--- src/rtl/tag_alloc_pipe.sv ---
// tag_alloc_pipe: allocates unique non-zero tags from a pool, carries them
// through NUM_COL column stages with per-column hold and bubble collapsing,
// and returns each tag to the pool when the last column retires it.
module tag_alloc_pipe #(
  parameter int unsigned NUM_COL = 8,
  parameter int unsigned NUM_TAG = 8,
  parameter int unsigned TAG_W   = $clog2(NUM_TAG + 1)
) (
  input  logic                       clk_i,
  input  logic                       rst_i,
  input  logic                       flush_i,
  input  logic                       alloc_req_i,
  output logic                       alloc_gnt_o,
  output logic [TAG_W-1:0]           alloc_tag_o,
  input  logic [NUM_COL-1:0]         col_hold_i,
  output logic [NUM_COL-1:0]         tag_vld_o,
  output logic [NUM_COL*TAG_W-1:0]   tag_out_o,
  output logic                       ret_vld_o,
  output logic [TAG_W-1:0]           ret_tag_o,
  input  logic                       ret_rdy_i,
  output logic [$clog2(NUM_TAG+1)-1:0] free_cnt_o,
  output logic                       busy_o
);

  localparam int unsigned CNT_W = $clog2(NUM_TAG + 1);

  // Stage registers and in-use bitmap (bit k tracks tag k+1)
  logic [NUM_COL-1:0] vld_q, vld_d;
  logic [TAG_W-1:0]   tag_q [NUM_COL];
  logic [TAG_W-1:0]   tag_d [NUM_COL];
  logic [NUM_TAG-1:0] used_q, used_d;

  logic [NUM_COL-1:0] mv;
  logic               kill;
  logic               rdy0;
  logic               gnt;
  logic [TAG_W-1:0]   free_tag;
  logic [CNT_W-1:0]   used_cnt;
  logic [CNT_W-1:0]   free_cnt;
  logic               ret_vld;
  logic               ret_fire;
  logic [TAG_W-1:0]   ret_tag;

  // Reset and flush both discard everything and suppress grant/retirement
  assign kill = rst_i | flush_i;

  // Move chain, evaluated from the tail so each stage sees its successor's move
  always_comb begin
    mv = '0;
    mv[NUM_COL-1] = vld_q[NUM_COL-1] & ~col_hold_i[NUM_COL-1] & ret_rdy_i & ~kill;
    for (int i = int'(NUM_COL) - 2; i >= 0; i--) begin
      mv[i] = vld_q[i] & ~col_hold_i[i] & (~vld_q[i+1] | mv[i+1]);
    end
  end

  // Lowest free tag: scan high to low so the lowest index wins
  always_comb begin
    free_tag = '0;
    for (int k = int'(NUM_TAG) - 1; k >= 0; k--) begin
      if (!used_q[k]) begin
        free_tag = TAG_W'(k + 1);
      end
    end
  end

  // Occupancy from the bitmap
  always_comb begin
    used_cnt = '0;
    for (int k = 0; k < int'(NUM_TAG); k++) begin
      used_cnt = used_cnt + CNT_W'(used_q[k]);
    end
    free_cnt = CNT_W'(NUM_TAG) - used_cnt;
  end

  // Grant when stage 0 can accept and the pool is non-empty
  assign rdy0     = ~vld_q[0] | mv[0];
  assign gnt      = alloc_req_i & rdy0 & (free_cnt != '0) & ~kill;
  assign ret_vld  = vld_q[NUM_COL-1] & ~col_hold_i[NUM_COL-1] & ~kill;
  assign ret_tag  = ret_vld ? tag_q[NUM_COL-1] : '0;
  assign ret_fire = ret_vld & ret_rdy_i;

  // Next state: stage shifting, bubble collapse, and bitmap update
  always_comb begin
    vld_d  = vld_q;
    tag_d  = tag_q;
    used_d = used_q;

    if (gnt) begin
      vld_d[0] = 1'b1;
      tag_d[0] = free_tag;
    end else if (mv[0]) begin
      vld_d[0] = 1'b0;
      tag_d[0] = '0;
    end

    for (int i = 1; i < int'(NUM_COL); i++) begin
      if (mv[i-1]) begin
        vld_d[i] = 1'b1;
        tag_d[i] = tag_q[i-1];
      end else if (mv[i]) begin
        vld_d[i] = 1'b0;
        tag_d[i] = '0;
      end
    end

    // Retired tag cannot equal the granted one: it is still marked used
    for (int k = 0; k < int'(NUM_TAG); k++) begin
      if (ret_fire && (ret_tag == TAG_W'(k + 1))) begin
        used_d[k] = 1'b0;
      end
      if (gnt && (free_tag == TAG_W'(k + 1))) begin
        used_d[k] = 1'b1;
      end
    end

    if (kill) begin
      vld_d  = '0;
      used_d = '0;
      for (int i = 0; i < int'(NUM_COL); i++) begin
        tag_d[i] = '0;
      end
    end
  end

  // State registers with synchronous reset
  always_ff @(posedge clk_i) begin
    if (rst_i) begin
      vld_q  <= '0;
      used_q <= '0;
      for (int i = 0; i < int'(NUM_COL); i++) begin
        tag_q[i] <= '0;
      end
    end else begin
      vld_q  <= vld_d;
      used_q <= used_d;
      for (int i = 0; i < int'(NUM_COL); i++) begin
        tag_q[i] <= tag_d[i];
      end
    end
  end

  // Flattened stage view; empty stages read as null tag
  always_comb begin
    tag_out_o = '0;
    for (int i = 0; i < int'(NUM_COL); i++) begin
      tag_out_o[i*TAG_W +: TAG_W] = vld_q[i] ? tag_q[i] : '0;
    end
  end

  assign alloc_gnt_o = gnt;
  assign alloc_tag_o = gnt ? free_tag : '0;
  assign tag_vld_o   = vld_q;
  assign ret_vld_o   = ret_vld;
  assign ret_tag_o   = ret_tag;
  assign free_cnt_o  = free_cnt;
  assign busy_o      = (|vld_q) | (|used_q);

endmodule

--- config.mk ---
export PLATFORM = sky130hd
export DESIGN_NAME = tag_alloc_pipe
export DESIGN_NICKNAME = d
export VERILOG_FILES = /design/src/rtl/tag_alloc_pipe.sv
export SDC_FILE = /design/constraint.sdc
export NUM_CORES = 1
export LEC_CHECK = 0
export CELL_PAD_IN_SITES_DETAIL_PLACEMENT = 1
export CELL_PAD_IN_SITES_GLOBAL_PLACEMENT = 1
export CORE_ASPECT_RATIO = 0.7
export CORE_UTILIZATION = 38
export CTS_CLUSTER_DIAMETER = 150
export DETAILED_ROUTE_END_ITERATION = 10
export HOLD_SLACK_MARGIN = 0.1
export PLACE_DENSITY = 0.83
export SLEW_MARGIN = 0
export SYNTH_ARGS = -nofsm -noshare
export SYNTH_HDL_FRONTEND = slang
export SYNTH_SLANG_ARGS = --single-unit
--- constraint.sdc ---
create_clock -name clk_i -period 11.3 [get_ports clk_i]
set_clock_uncertainty 0.05 [all_clocks]
set_input_delay 2.825 -clock clk_i [delete_from_list [all_inputs] [get_ports clk_i]]
set_output_delay 2.825 -clock clk_i [all_outputs]
set_load 0.1 [all_outputs]
==> out/qor.csv, run 1 <==
stage,metric,value,unit
worst_setup_path,largest stage delay on the critical path,1140,ps
die,die area,7050,sq um
worst_setup_path,crit path kind,in -> out,
worst_setup_path,WP buf/inv,3,
timing,relative slew slack,30.6,%
cts,CTS clock-pin slew for the worst setup and hold paths,80,ps
drt,first-pass iteration count of the detailed router,4,
synthesis,Yosys top cell by area,dfxtp_1,
die,Row Count,24,
synthesis,Seq cells post-synth,48,
timing,Final min period,9160,ps
global_routing,gr usage total,24.9,%
final_layout,Fill cells,785,
hold_path,worst hold path type,reg -> reg,
final_layout,Non-Filler Instances,458,
die,Core ar.,6370,sq um
cts,CTS tree,done,
worst_setup_path,reg-to-reg startpoint,used_q[1]$_SDFFE_PP0P_,
power_and_ir_drop,Leak,1.19,nW
global_routing,first-pass GRT wire length,13.7,mm
worst_setup_path,R2R cell count,15,
worst_setup_path,Worst EP required,8430,ps
final_layout,final core utilization,53.1,%
die,number of I/O pins,68,
final_layout,layout cells sized above 1,5.18,%
worst_setup_path,Crit path arrival time,6290,ps
power_and_ir_drop,VDD IR max,0.0474,mV
timing,Fin Hold WS,432,ps
worst_setup_path,CP max stage cell,clkdlybuf4s50_1,
timing,RSZ-0062 raised after global routing,false,
synthesis,Post-synth EDFFs,0,
final_layout,n_diodes,0,
timing,setup violators final,0,
drt,Total Routed Length,8.41,mm
cts,CTS Buffer Depth,2,
die,height of the chip,70.6,um
hold_path,hold path endpoint,tag_q[9]$_SDFFE_PP0P_,
timing,Tcrit/Tclk final,81.1,%
drt,Starting DRT DRC Count,144,
worst_setup_path,largest delay contributor family on the critical path,buffers and inverters,
timing,Max Fclk,109,MHz
worst_setup_path,critical-path maximum fanout,9,
place,I/O Buffers,67,
timing,final hold vios,0,
cts,cts repair resizes,0,
timing,Final WS setup,2140,ps
global_routing,initial antenna violation count,0,
final_layout,FF+latch area,961,sq um
cts,Sink Count,48,
timing,worst-margin pin slew,1040,ps
timing,Final TNS setup,0,ps
synthesis,ys flop type,dfxtp_1,
global_routing,vias in the first global route,2668,
place,DP Area,3300,sq um
drt,Antenna Violating Nets Remaining,0,
place,DP Worst Slack,2170,ps
die,die width,99.9,um
synthesis,"Cell Area, Synth",2550,sq um
worst_setup_path,CP Launch Type,primary input,
global_routing,largest net degree at the start of global routing,28,
final_layout,# nets final,390,
worst_setup_path,CP cell instances,clkdlybuf4s50_1 > or4b_4 > a22o_4 > a2111o_1 > inv_1 > nand2_1 > nor2_1 > clkdlybuf4s50_1,
drt,Avg WL per Cell,18.4,um
power_and_ir_drop,"Power, Total",298,uW
cts,CTS Root Cell,clkbuf_8,
cts,TritonCTS buffer count,5,
drt,Avg Vias per Cell,5.60,
synthesis,Mapped Avg Cell Area,8.39,sq um
run,maxcap violations,0,
drt,vias,2563,
worst_setup_path,"reg-to-reg slack, setup",7260,ps
synthesis,Area contributors post-synth,"dfxtp_1 38%, and2_1 9.1%, a21oi_1 5.5%",
outcome,outcome,"finished, final reports clean",
cts,H-Tree Depth,2,
worst_setup_path,crit end category,output port,
place,GPL Wtd Cong,0.988,
synthesis,register area share after synthesis,37.7,%
worst_setup_path,Crit Reg-Reg Endpoint,tag_q[29]$_SDFFE_PP0P_,
hold_path,min-delay src,tag_q[13]$_SDFFE_PP0P_,
synthesis,Mapped Cells,304,
cts,Post-CTS Setup Inserts,0,
synthesis,Post-synth ARST share,0,%
synthesis,Synth top area share,37.7,%
cts,"Clk Latency, worst-skew pair",300,ps
final_layout,multi-input logic area,1480,sq um
place,placed cells,451,
drt,DRC,0,
synthesis,Mapped Nets,327,
global_routing,gr ovfl total,0,
worst_setup_path,CP most frequent cell,clkdlybuf4s50_1,
hold_path,Cells on Worst Hold Path,2,
power_and_ir_drop,PwrDens,88.1,nW/um^2
final_layout,P&R area growth vs syn,32.5,%
synthesis,YS warnings,0,
final_layout,design area,3380,sq um
timing,max-slew violations,0,
synthesis,count of cell types in the netlist,45,
place,Detailed Place HPWL,6.36,mm
cts,Post-CTS Hold Fix Bufs,0,
die,Initial Util,40.1,%
==> worst min-delay path, cell delays in order, from the launching register on <==
cell	delay, ps
dfxtp_1	330
nand2_1	60
a21oi_1	50
==> how the worst max path moves through the flow <==
stage                           endpoint  slack [ps]  cells after the start           from
after floorplan             ret_tag_o[1]        1060                      3          rst_i
after global placement    alloc_tag_o[1]        2270                      8  col_hold_i[7]
after detailed placement  alloc_tag_o[1]        2170                      8  col_hold_i[7]
after CTS                 alloc_tag_o[1]        2140                      8  col_hold_i[7]
after global routing      alloc_tag_o[1]        2060                      8  col_hold_i[7]
final                     alloc_tag_o[1]        2140                      8  col_hold_i[7]
==> power by group <==
| part | switching, mW | internal [mW] |
|---|---|---|
| sequential | 0.00113 | 0.169 |
| clock | 0.0573 | 0.0420 |
| combinational | 0.0191 | 0.00868 |
| total | 0.0776 | 0.220 |
==> cells by family after synthesis <==
logic type,after synthesis,synth area share (%)
AND/OR/NAND/NOR,133,28.4
flip-flops,48,37.7
adder cells (fa/ha/maj),10,6.08
AO/OA/AOI/OAI,83,23.4
buffers and inverters,30,4.41
==> cell usage after synthesis (2+ instances only) <==
library cell  number
a21o_1             4
o31ai_1            3
and2_1            37
nand2b_1           8
a32o_1            13
nand3_1           16
dfxtp_1           48
nor2b_1            3
o22ai_1            5
clkbuf_1          12
nand2_1           32
nor4b_1            2
o21ai_0            8
or2_2              2
ha_1               6
a21o_2             3
or3b_2             2
a311oi_1           3
o311a_1            2
nor4_1             2
or3_1              3
inv_1             18
nor2_1            13
a21oi_1           28
nor3_1             6
o21a_1             2
fa_1               4
o2bb2ai_1          2
==> flip-flops by register name, summed over array words and instances (netlist names) <==
name       count
tag_q         32
used_q         8
tag_vld_o      8
==> metal layers <==
metal  GRT usage [%]  up-vias  routed length (um)
met2            38.7       82                3770
met5               0        -                   0
met4            6.21        0                  61
met3            4.55        8                 426
li1                -     1215                   -
met1            35.7     1258                4150
==> layout by cell type (no fill, tap or decap), drive strengths merged, types with 2 or more instances in the layout <==
cell type / netlist / final
clkbuf: 12 / 5
or2: 2 / 2
nand2: 32 / 32
a21o: 7 / 7
nor4: 2 / 2
and2: 37 / 37
a311oi: 3 / 3
dfxtp: 48 / 48
fa: 4 / 4
or3b: 2 / 2
or3: 3 / 3
nor2b: 3 / 3
o31ai: 3 / 3
nand2b: 8 / 8
nand3: 16 / 16
o21ai: 8 / 8
nor3: 7 / 7
a32o: 13 / 13
o21a: 2 / 2
clkdlybuf4s50: 0 / 67
inv: 18 / 18
a21oi: 28 / 28
ha: 6 / 6
o22ai: 5 / 5
o2bb2ai: 2 / 2
nor4b: 2 / 2
o311a: 2 / 2
nor2: 13 / 13
==> cell type report <==
class,instances,area share [%]
Tap cell,91,3.37
Sequential cell,48,28.4
Clock buffer,5,2.04
Inverter,18,2.00
Timing Repair Buffer,68,20.1
Clock inverter,2,0.370
Multi-Input combinational cell,226,43.7
Power figures use the tool's default switching activity.
==> run 2: changes to the inputs <==
- CORE_UTILIZATION: 38 -> 32
- PLACE_DENSITY: 0.83 -> 0.74
- clock period: 11.3 -> 7.6 ns (I/O delays scaled with it)
==> out/qor.csv, run 2 (synthesized netlist as in run 1, its figures left out) <==
stage,metric,value,unit,change
final_layout,Non-Filler Instances,467,,+2.0%
worst_setup_path,crit path kind,in -> out,,
run,maxcap violations,0,,unchanged
timing,max-slew violations,0,,unchanged
worst_setup_path,Crit path arrival time,4500,ps,-1790 ps
final_layout,FF+latch area,961,sq um,unchanged
final_layout,# nets final,391,,+0.26%
drt,first-pass iteration count of the detailed router,4,,unchanged
place,GPL Wtd Cong,0.861,,-13%
drt,Avg Vias per Cell,5.35,,-4.5%
timing,worst-margin pin slew,1030,ps,-4.06 ps
cts,H-Tree Depth,2,,unchanged
timing,Max Fclk,155,MHz,
global_routing,vias in the first global route,2584,,-3.1%
power_and_ir_drop,PwrDens,157,nW/um^2,+78%
drt,Antenna Violating Nets Remaining,0,,unchanged
timing,Final min period,6450,ps,
timing,Final TNS setup,0,ps,unchanged
drt,Starting DRT DRC Count,93,,-35%
timing,RSZ-0062 raised after global routing,false,,
worst_setup_path,crit end category,output port,,
cts,Post-CTS Setup Inserts,0,,unchanged
worst_setup_path,critical-path maximum fanout,9,,unchanged
cts,CTS Root Cell,clkbuf_16,,
cts,TritonCTS buffer count,5,,unchanged
place,DP Worst Slack,1150,ps,-1020 ps
cts,CTS Buffer Depth,2,,unchanged
worst_setup_path,CP cell instances,clkdlybuf4s50_1 > or4b_4 > a22o_4 > a2111o_1 > nor3_4 > buf_4,,
final_layout,most frequent cells in the layout,"62 x clkdlybuf4s50_1, 48 x dfxtp_1, 37 x and2_1",,
die,number of I/O pins,68,,unchanged
drt,vias,2497,,-2.6%
final_layout,max reg flops,32,,unchanged
power_and_ir_drop,VDD IR max,0.0812,mV,+71%
final_layout,n_diodes,0,,unchanged
timing,Tcrit/Tclk final,84.8,%,
global_routing,initial antenna violation count,0,,unchanged
power_and_ir_drop,Leak,1.25,nW,+4.7%
outcome,outcome,"finished, final reports clean",,
cts,cts repair resizes,0,,unchanged
timing,final hold vios,0,,unchanged
global_routing,gr usage total,20.5,%,-4.4 points
final_layout,"most common cell after layout, fill and taps aside",clkdlybuf4s50_1,,
global_routing,largest net degree at the start of global routing,27,,-3.6%
final_layout,Largest Register,tag_q,,
timing,setup violators final,0,,unchanged
hold_path,worst hold path type,reg -> reg,,
worst_setup_path,WP buf/inv,2,,-1
final_layout,Fill cells,902,,+15%
global_routing,first-pass GRT wire length,13.6,mm,-0.91%
place,placed cells,459,,+1.8%
die,height of the chip,76.7,um,+8.7%
drt,Total Routed Length,8.03,mm,-4.5%
die,die width,109,um,+8.8%
cts,Sink Count,48,,unchanged
timing,Final WS setup,1150,ps,-985 ps
power_and_ir_drop,"Power, Total",545,uW,+83%
cts,CTS tree,done,,
worst_setup_path,largest delay contributor family on the critical path,simple AND/OR/NAND/NOR gates,,
worst_setup_path,Worst EP required,5650,ps,-2780 ps
place,Detailed Place HPWL,6.19,mm,-2.6%
worst_setup_path,CP Launch Type,primary input,,
final_layout,multi-input logic area,1490,sq um,+0.93%
cts,Post-CTS Hold Fix Bufs,0,,unchanged
die,Core ar.,7510,sq um,+18%
drt,Avg WL per Cell,17.2,um,-6.3%
place,I/O Buffers,67,,unchanged
die,die area,8340,sq um,+18%
die,Initial Util,33.9,%,-6.1 points
worst_setup_path,CP max stage cell,or4b_4,,
global_routing,gr ovfl total,0,,unchanged
cts,"Clk Latency, worst-skew pair",290,ps,about the same
die,Row Count,26,,+8.3%
timing,relative slew slack,30.8,%,+0.27 points
final_layout,layout cells sized above 1,7.59,%,+2.4 points
cts,CTS clock-pin slew for the worst setup and hold paths,70,ps,about the same
drt,DRC,0,,unchanged
final_layout,P&R area growth vs syn,36.4,%,
worst_setup_path,largest stage delay on the critical path,600,ps,-540 ps
run 2: layer usage:
layer  part of all wire, %  global-route usage (%)  routed length (um)  vias up
met5                     0                       0                   0        -
met1                    53                    30.5                4220     1208
met3                   4.8                    3.91                 384        4
li1                      -                       -                   -     1219
met4                  0.50                    3.38                  40        0
met2                    42                    30.8                3390       66
run 2: per-stage QoR:
| step | instance area [sq um] | hold WS [ps] | utilization, % |
|---|---|---|---|
| final | 3480 | 425 | 46.3 |
| after global placement | 3320 | 414 | 44.1 |
| after CTS | 3480 | 428 | 46.3 |
| after detailed placement | 3320 | 419 | 44.1 |
| after global routing | 3480 | 443 | 46.3 |
| after floorplan | 2560 | 391 | - |
run 2: cell type report:
type,instances,area share (%)
Sequential cell,48,27.6
Tap cell,98,3.52
Inverter,18,1.94
Multi-Input combinational cell,226,42.9
Clock inverter,2,1.01
Timing Repair Buffer,69,19.3
Clock buffer,6,3.70
run 2: path summary, 6_finish.rpt:
kind              cells after the start                     end              startpoint  slack [ps]
setup / recovery                      6          alloc_tag_o[2]           col_hold_i[7]        1150
hold / removal                        2   tag_q[5]$_SDFFE_PP0P_   tag_q[9]$_SDFFE_PP0P_         430
setup reg to reg                     15  used_q[1]$_SDFFE_PP0P_  used_q[1]$_SDFFE_PP0P_        3550
hold reg to reg                       2   tag_q[5]$_SDFFE_PP0P_   tag_q[9]$_SDFFE_PP0P_         430
run 2: power by group:
group          total [mW]  switching, mW  leakage [nW]  internal [mW]
registers           0.254        0.00164         0.387          0.252
clock network       0.250         0.0950        0.0808          0.155
logic              0.0415         0.0284         0.778         0.0131
total               0.545          0.125          1.25          0.420
run 2: worst min-delay path: stages, from the launching register on:
cell,delay (ps)
dfxtp_1,320
nand2_1,60
a21oi_1,50
==> run 3: changes to the inputs <==
- clock period: 7.6 -> 5.7 ns (I/O delays scaled with it)
==> out/qor.csv, run 3 (synthesized netlist as in run 1, its figures left out) <==
stage,metric,value,unit,change
timing,worst-margin pin slew,982,ps,-51.8 ps
timing,Fin Hold WS,431,ps,+5.91 ps
timing,Tcrit/Tclk final,96.0,%,
die,Initial Util,33.9,%,unchanged
power_and_ir_drop,Clock power frac,51.5,%,+5.7 points
cts,CTS Root Cell,clkbuf_16,,
worst_setup_path,R2R cell count,15,,unchanged
power_and_ir_drop,sequential power share,41.4,%,-5.2 points
die,Row Count,26,,unchanged
final_layout,layout cells sized above 1,13.2,%,+5.6 points
worst_setup_path,Worst EP required,4220,ps,-1430 ps
power_and_ir_drop,Combinational Power Share,7.1,%,-0.5 points
timing,setup violators final,0,,unchanged
cts,H-Tree Depth,2,,unchanged
final_layout,P&R area growth vs syn,42.6,%,
drt,first-pass iteration count of the detailed router,4,,unchanged
worst_setup_path,CP max stage cell,or4b_4,,
place,DP Worst Slack,238,ps,-913 ps
power_and_ir_drop,Psw,166,uW,+33%
die,height of the chip,76.7,um,unchanged
timing,Final WS setup,226,ps,-926 ps
final_layout,design area,3640,sq um,+4.6%
timing,Final min period,5470,ps,
final_layout,final core utilization,48.4,%,+2.1 points
final_layout,Fill cells,871,,-3.4%
die,die area,8340,sq um,unchanged
place,Detailed Place HPWL,6.00,mm,-3.1%
drt,Antenna Violating Nets Remaining,0,,unchanged
outcome,outcome,"finished, final reports clean",,
worst_setup_path,crit end category,output port,,
run,maxcap violations,0,,unchanged
worst_setup_path,critical-path maximum fanout,9,,unchanged
cts,cts repair resizes,0,,unchanged
final_layout,n_diodes,0,,unchanged
worst_setup_path,largest stage delay on the critical path,610,ps,about the same
timing,RSZ-0062 raised after global routing,false,,
place,DP Area,3420,sq um,+3.2%
worst_setup_path,CP Capture Point,alloc_tag_o[1],,
timing,relative slew slack,34.3,%,+3.5 points
cts,CTS tree,done,,
final_layout,most frequent cells in the layout,"55 x clkdlybuf4s50_1, 46 x dfxtp_1, 37 x and2_1",,
drt,DRC,0,,unchanged
timing,Max Fclk,183,MHz,
cts,CTS clock-pin slew for the worst setup and hold paths,60,ps,about the same
worst_setup_path,reg-to-reg startpoint,used_q[2]$_SDFFE_PP0P_,,
cts,TritonCTS buffer count,5,,unchanged
drt,Total Routed Length,7.98,mm,-0.71%
worst_setup_path,Worst Setup SP,col_hold_i[7],,
cts,CTS Buffer Depth,2,,unchanged
power_and_ir_drop,Leak,1.31,nW,+5.5%
worst_setup_path,CP Launch Type,primary input,,
place,GPL Wtd Cong,0.769,,-11%
power_and_ir_drop,"Power, Total",817,uW,+50%
die,number of I/O pins,68,,unchanged
worst_setup_path,CP cell instances,clkdlybuf4s50_1 > or4b_4 > a22o_4 > a2111o_1 > clkinvlp_4 > nand2_4 > nor2_4 > buf_12,,
drt,Avg WL per Cell,17.0,um,-1.1%
place,I/O Buffers,67,,unchanged
cts,Post-CTS Hold Fix Bufs,0,,unchanged
timing,max-slew violations,0,,unchanged
place,placed cells,461,,+0.44%
global_routing,vias in the first global route,2510,,-2.9%
cts,Sink Count,48,,unchanged
cts,Post-CTS Setup Inserts,0,,unchanged
global_routing,largest net degree at the start of global routing,27,,unchanged
global_routing,gr ovfl total,0,,unchanged
worst_setup_path,"reg-to-reg slack, setup",1930,ps,-1620 ps
cts,"Clk Latency, worst-skew pair",280,ps,about the same
final_layout,"most common cell after layout, fill and taps aside",clkdlybuf4s50_1,,
worst_setup_path,crit path kind,in -> out,,
drt,Avg Vias per Cell,5.38,,+0.69%
power_and_ir_drop,PwrDens,224,nW/um^2,+43%
global_routing,gr usage total,20.0,%,-0.52 points
worst_setup_path,Crit Reg-Reg Endpoint,used_q[0]$_SDFFE_PP0P_,,
power_and_ir_drop,VDD IR max,0.144,mV,+78%
timing,final hold vios,0,,unchanged
global_routing,initial antenna violation count,0,,unchanged
final_layout,Largest Register,tag_q,,
final_layout,# nets final,393,,+0.51%
final_layout,Non-Filler Instances,469,,+0.43%
worst_setup_path,Crit path arrival time,4000,ps,-500 ps
drt,vias,2525,,+1.1%
final_layout,max reg flops,32,,unchanged
power_and_ir_drop,cell-internal power,651,uW,+55%
die,die width,109,um,unchanged
power_and_ir_drop,Switching Fraction,20.3,%,-2.6 points
hold_path,worst hold path type,reg -> reg,,
timing,Final TNS setup,0,ps,unchanged
drt,Starting DRT DRC Count,114,,+23%
die,Core ar.,7510,sq um,unchanged
global_routing,first-pass GRT wire length,13.1,mm,-3.4%
==> run 3: cell count changes in the layout (fill, tap and decap cells not counted), moves of 2 or more <==
cell,delta
inv_1,-4
inv_2,+3
buf_12,+5
clkdlybuf4s50_1,-7
bufinv_16,+2
dfxtp_2,+2
dfxtp_1,-2
nand2_1,-2
buf_4,+4
==> run 3: per-layer routing <==
layer,vias up,wire length (um),track usage [%]
met2,85,3300,29.3
li1,1229,-,-
met4,0,46,2.84
met3,6,546,4.68
met1,1205,4080,29.9
met5,-,0,0
==> run 3: power by group through the flow <==
| stage | Clock (mW) | Combinational [mW] | Sequential [mW] |
|---|---|---|---|
| floorplan | 0 | 0.0327 | 0.347 |
| finish | 0.420 | 0.0579 | 0.339 |
| detailed placement | 0 | 0.0574 | 0.346 |
| CTS | 0.426 | 0.0581 | 0.338 |
| global placement | 0 | 0.0571 | 0.346 |
| global route | 0.444 | 0.0612 | 0.339 |
==> run 3: layout make-up <==
| cell class | count | area [sq um] | area share [%] |
|---|---|---|---|
| clock buffer | 5 | 125 | 3.44 |
| clock inverter | 3 | 90.1 | 2.48 |
| inverter | 18 | 71.3 | 1.96 |
| multi-input combinational | 226 | 1530 | 42.1 |
| sequential | 48 | 963 | 26.5 |
| tap | 98 | 123 | 3.37 |
| timing repair buffer | 71 | 733 | 20.2 |
==> run 3: how the worst min path moves through the flow <==
| stage | from | endpoint | slack (ps) | cells past startpoint |
|---|---|---|---|---|
| finish | tag_q[15]$_SDFFE_PP0P_ | tag_q[11]$_SDFFE_PP0P_ | 430 | 2 |
| global route | tag_q[29]$_SDFFE_PP0P_ | tag_q[29]$_SDFFE_PP0P_ | 450 | 1 |
| CTS | tag_q[15]$_SDFFE_PP0P_ | tag_q[11]$_SDFFE_PP0P_ | 430 | 2 |
| detailed placement | tag_q[15]$_SDFFE_PP0P_ | tag_q[11]$_SDFFE_PP0P_ | 420 | 2 |
| global placement | tag_q[15]$_SDFFE_PP0P_ | tag_q[11]$_SDFFE_PP0P_ | 420 | 2 |
| floorplan | tag_q[8]$_SDFFE_PP0P_ | tag_q[4]$_SDFFE_PP0P_ | 390 | 2 |
==> run 3: critical path: cells and delay by family <==
family	cells	cell delay [ps]
AND/OR/NAND/NOR	3	860
AO/OA/AOI/OAI	2	840
buffers and inverters	3	880
